===== config.mk =====
export PLATFORM = sky130hd
export DESIGN_NAME = seq_mult_shift_add
export DESIGN_NICKNAME = d
export VERILOG_FILES = /design/src/rtl/mult_pkg.sv /design/src/rtl/mult_addsub.sv /design/src/rtl/seq_mult_shift_add.sv
export SDC_FILE = /design/constraint.sdc
export NUM_CORES = 1
export LEC_CHECK = 0
export BUFFER_PORTS_ARGS = -buffer_cell sky130_fd_sc_hd__buf_2
export CORE_UTILIZATION = 53
export DETAILED_ROUTE_END_ITERATION = 7
export GPL_TIMING_DRIVEN = 0
export MAX_ROUTING_LAYER = met4
export PLACE_DENSITY = 0.78
export RECOVER_POWER = 50
export SLEW_MARGIN = 30
export SYNTH_ARGS = -nofsm -noshare
export SYNTH_HDL_FRONTEND = slang
export SYNTH_SLANG_ARGS = --single-unit

===== constraint.sdc =====
create_clock -name CK -period 4.2 [get_ports CK]
set_clock_uncertainty 0.15 [all_clocks]
set_input_delay 0.63 -clock CK [delete_from_list [all_inputs] [get_ports CK]]
set_output_delay 0.63 -clock CK [all_outputs]
set_load 0.05 [all_outputs]

===== src/rtl/mult_pkg.sv =====
// Shared types and helpers for the sequential shift-add multiplier.
package mult_pkg;

   typedef enum logic [1:0] {
      S_IDLE = 2'd0,
      S_RUN  = 2'd1,
      S_DONE = 2'd2
   } state_t;

   // Width of a counter that must reach w inclusive.
   function automatic int cnt_width(input int w);
      return $clog2(w + 1);
   endfunction

endpackage


===== src/rtl/mult_addsub.sv =====
// (WIDTH+1)-bit add/subtract of the accumulator high half and the multiplicand.
// Operands are zero- or sign-extended by signed_mode; en=0 passes hi through.
module mult_addsub
   import mult_pkg::*;
#(
   parameter int WIDTH = 4
)
(
   input  logic [WIDTH-1:0] hi,
   input  logic [WIDTH-1:0] mcand,
   input  logic             signed_mode,
   input  logic             sub,
   input  logic             en,
   output logic [WIDTH:0]   S
);

   logic [WIDTH:0] w_hi_ext;
   logic [WIDTH:0] w_mc_ext;

   assign w_hi_ext = {signed_mode & hi[WIDTH-1], hi};
   assign w_mc_ext = {signed_mode & mcand[WIDTH-1], mcand};

   always_comb begin
      S = w_hi_ext;
      if (en) begin
         S = sub ? (w_hi_ext - w_mc_ext) : (w_hi_ext + w_mc_ext);
      end
   end

endmodule


===== src/rtl/seq_mult_shift_add.sv =====
// Sequential shift-add multiplier, unsigned or two's complement per operation.
// WIDTH cycles after START capture; START at any edge restarts the operation.
module seq_mult_shift_add
   import mult_pkg::*;
#(
   parameter int WIDTH = 4
)
(
   input  logic                         CK,
   input  logic                         RST,
   input  logic                         START,
   input  logic                         SIGNED,
   input  logic [WIDTH-1:0]             A,
   input  logic [WIDTH-1:0]             B,
   output logic [2*WIDTH-1:0]           P,
   output logic                         READY,
   output logic                         DONE,
   output logic [cnt_width(WIDTH)-1:0]  CNT
);

   localparam int            CW   = cnt_width(WIDTH);
   localparam logic [CW-1:0] LAST = CW'(WIDTH - 1);

   state_t               r_state;
   logic [2*WIDTH-1:0]   r_p;
   logic [CW-1:0]        r_cnt;
   logic [WIDTH-1:0]     r_mcand;
   logic                 r_mode;
   logic                 r_ready;
   logic                 r_done;

   logic                 w_last;
   logic                 w_sub;
   logic [WIDTH:0]       w_s;

   assign w_last = (r_cnt == LAST);
   // The multiplier sign bit carries negative weight in signed mode.
   assign w_sub  = r_mode & w_last;

   mult_addsub #(.WIDTH(WIDTH)) u_addsub (
      .hi          (r_p[2*WIDTH-1:WIDTH]),
      .mcand       (r_mcand),
      .signed_mode (r_mode),
      .sub         (w_sub),
      .en          (r_p[0]),
      .S           (w_s)
   );

   always_ff @(posedge CK or posedge RST) begin
      if (RST) begin
         r_state <= S_IDLE;
         r_p     <= '0;
         r_cnt   <= '0;
         r_mcand <= '0;
         r_mode  <= 1'b0;
         r_ready <= 1'b1;
         r_done  <= 1'b0;
      end else if (START) begin
         r_mcand <= A;
         r_mode  <= SIGNED;
         r_p     <= {{WIDTH{1'b0}}, B};
         r_cnt   <= '0;
         r_state <= S_RUN;
         r_ready <= 1'b0;
         r_done  <= 1'b0;
      end else begin
         case (r_state)
            S_RUN: begin
               r_p   <= {w_s, r_p[WIDTH-1:1]};
               r_cnt <= r_cnt + CW'(1);
               if (w_last) begin
                  r_state <= S_DONE;
                  r_ready <= 1'b1;
                  r_done  <= 1'b1;
               end
            end
            S_DONE: begin
               r_done <= 1'b0;
            end
            default: begin
               r_done <= 1'b0;
            end
         endcase
      end
   end

   assign P     = r_p;
   assign READY = r_ready;
   assign DONE  = r_done;
   assign CNT   = r_cnt;

endmodule


==> summary.txt <==
Finish
  • Fill cells: 175
  • Layout area overhead: 15.86%
  • Layout net count: 174
  • Commonest non-fill, non-tap cells in the layout: buf_2 (25), dfrtp_1 (19), nand2_1 (14)
  • Design Area, Final: 0.001344 mm2
  • Reg area: 501.7 um2
  • Commonest non-fill, non-tap cell in the layout: buf_2
  • Share of cells above drive strength 1: 22.88%
  • ANT cells: 0
  • Multi-input combinational cell area: 586.8 um2

Floorplanning
  • I/O pins: 25
  • Die area: around 0.0024 mm2
  • Die boundary height: between 40 and 50 um
  • Core outline area: around 0.0020 mm2
  • Initial Utilization: 57.94%
  • Die Span X: slightly below 50 um
  • Row Count: 16

Critical path
  • Crit. End Element: register
  • Worst r2r src: CNT[0]
  • Critical path data arrival time: 2.64 ns
  • Most frequent CP cell: ha_1
  • Slowest CP cell: fa_1
  • WS Path Type: reg2reg
  • Critical path origin: CNT[0]
  • Highest net fanout along the worst path: 6
  • CP Launch Type: register
  • Critical path data required time: 4.22 ns
  • Slowest stage delay, CP: 0.43 ns
  • Cells on worst reg2reg path: 11
  • Sequence of cells on the critical path: ha_1 > ha_1 > nand2_2 > nand2_1 > o21ai_0 > fa_1 > nand2b_1 > a21oi_1 > nor2_1 > mux2i_1 > nand4_1

STA
  • FMAX: 0.3818 GHz
  • RSZ-0062 raised after global routing: no
  • Fin Setup TNS: 0 ns
  • Fin. Hold Viols: 0
  • Worst Tran Pin Value: 0.7566 ns
  • Hold_ws: between 0.2 and 0.3 ns
  • Final period util: approximately 62%
  • Tmin final: 2.619 ns
  • Relative slew slack: 49.50%
  • # setup viols final: 0
  • Final Max Tran Viols: 0

GRT
  • GR Overflow Total: 0
  • Met2 Use GR: 40.05%
  • GRT Max-Usage Layer: met2
  • M1 GR Usage: about 27%
  • Largest net degree at the start of global routing: 21
  • Global-route wire length before repair: about 4000 um
  • GRT met3 Usage: 2.804%
  • Vias in the first global route: around 940
  • Initial antenna violation count: 0
  • GRT Total Usage: 22.69%

Clock network
  • Root buf cell: clkbuf_4
  • Worst skew pair latency: about 0.30 ns
  • Clock-pin slew on the worst setup and hold paths: 0.12 ns
  • Htree depth: 1
  • Hold Buf Count CTS: 0
  • CTS resizes: 0
  • Postcts setup bufs: 0
  • CTS sink cnt: 20
  • Number of CTS-inserted buffers: 3
  • CTS tree: done
  • Max Buffers Root-to-Sink: 2

Power and ir drop
  • Switching Share: 47.71%
  • Seq pwr share: 33.2%
  • Final Power: 863.0 uW
  • Gate power share: 53.8%
  • Power share of the clock group: 13.1%
  • Peak supply drop: 339.5 uV
  • Power Density: 642.2 mW/mm2
  • Cell Int Power: 451.3 uW
  • P_leak: 0.0006568 uW
  • Psw: 411.8 uW

Placement
  • Gpl congestion: 0.7757
  • Dpl hpwl: 1786 um
  • Dpl cell area: 0.001309 mm2
  • I/O Buffers: 23

Synthesis
  • Primary FF master, synth: dfrtp_1
  • Library cells used by synthesis: 33
  • Main combinational cell family by area after synthesis: simple AND/OR/NAND/NOR gates
  • Yosys warning total: 0
  • Post-synthesis cell area: 0.001160 mm2
  • Avg Cell Area, Syn: 9.205 um2
  • Adder-cell area share of the yosys netlist: 9.277%
  • Syn nets: 146
  • Post-synthesis cell count: ~130
  • Proportion of synthesized area in mux cells: 6.257%
  • Number of synthesized register bits: 20
  • Simple-gate portion of the synthesized area: 17.37%
  • Xor and xnor fraction of the mapped netlist area: 3.020%
  • Seq/Total Area, Yosys: a little over two fifths
  • Compound-cell area share of the yosys netlist: roughly 15%
  • Post-synth EDFFs: 0
  • Asr flop ratio synth: 100.0%

Detailed routing
  • Initial drt markers: 14
  • Drt wl/cell: 13.00 um
  • Routed WL: 2340 um
  • Via count: 967
  • First drt pass iteration count: 4
  • Routed vias/inst: 5.372
  • Final ANT Viol Nets: 0
  • Post-route DRC: 0

Worst hold path
  • Hold crit path type: in2async

Run status
  • Status: finished clean

Flow run
  • Max_cap viols: 0
state kept, by name, summed over array words and instances (netlist names):
signal	cells
READY	1
P	8
DONE	1
CNT	3
r_mcand	4
r_mode	1
r_state	2
Yosys cell counts, types with 3 or more instances:
master / count / share of area (%)
dfrtp_1: 19 / 41
nand2_1: 14 / 4.5
nor2_1: 11 / 3.6
inv_1: 10 / 3.2
o21ai_0: 10 / 4.3
a21oi_1: 8 / 3.5
ha_1: 7 / 7.6
mux2i_1: 5 / 4.3
a211oi_1: 4 / 2.6
nand2b_1: 4 / 2.2
buf_2: 3 / 1.3
xnor2_1: 3 / 2.3
logic make-up after synthesis:
family          after synthesis
flops                        20
buf+inv                      17
mux                           7
xor+xnor                      4
compound gates               29
simple gates                 41
fa+ha+maj                     8
metal layers:
layer	share of wire [%]	vias up
li1	-	480
met1	45	458
met2	51	27
met3	3.5	2
met4	0.60	0
met5	0	-
worst paths after layout:
| check | end | slack [ns] |
|---|---|---|
| setup / recovery | P[7] | 1.58 |
| hold / removal | P[3] | 0.28 |
| setup reg to reg | P[7] | 1.58 |
| hold reg to reg | DONE | 0.34 |
| max in group asynchronous | P[6] | 3.13 |
| min in group CK | DONE | 0.34 |
metrics by stage:
stage / utilization (%) / setup slack, ns / cells
2_1_floorplan: - / 1.583 / 126
3_3_place_gp: 65.38 / 1.743 / 176
3_5_place_dp: 65.38 / 1.620 / 176
4_1_cts: 67.19 / 1.575 / 180
5_1_grt: 67.13 / 1.382 / 180
6_report: 67.13 / 1.581 / 180
area by class of cell:
| cell class | instances | share of cell area, % |
|---|---|---|
| Multi-Input combinational cell | 89 | 43.67 |
| Sequential cell | 20 | 37.34 |
| Timing Repair Buffer | 23 | 8.566 |
| Inverter | 10 | 2.793 |
| Clock buffer | 4 | 2.700 |
| Tap cell | 27 | 2.514 |
| Buffer | 7 | 2.421 |
critical path, delay by kind of cell, from the launching register on:
kind / cells / cell delay [ns]
adder cells (fa/ha/maj): 3 / 0.89
AND/OR/NAND/NOR: 5 / 0.57
flip-flops: 1 / 0.42
multiplexers: 1 / 0.14
AO/OA/AOI/OAI: 2 / 0.31
power by group through the flow:
stage	sequential (uW)	clock (uW)	combinational, uW
6_report	286	113	464
5_1_grt	294	122	510
4_1_cts	286	117	467
3_5_place_dp	290	0	466
3_3_place_gp	287	0	451
2_1_floorplan	417	0	236
(Power assumes the default switching activity.)
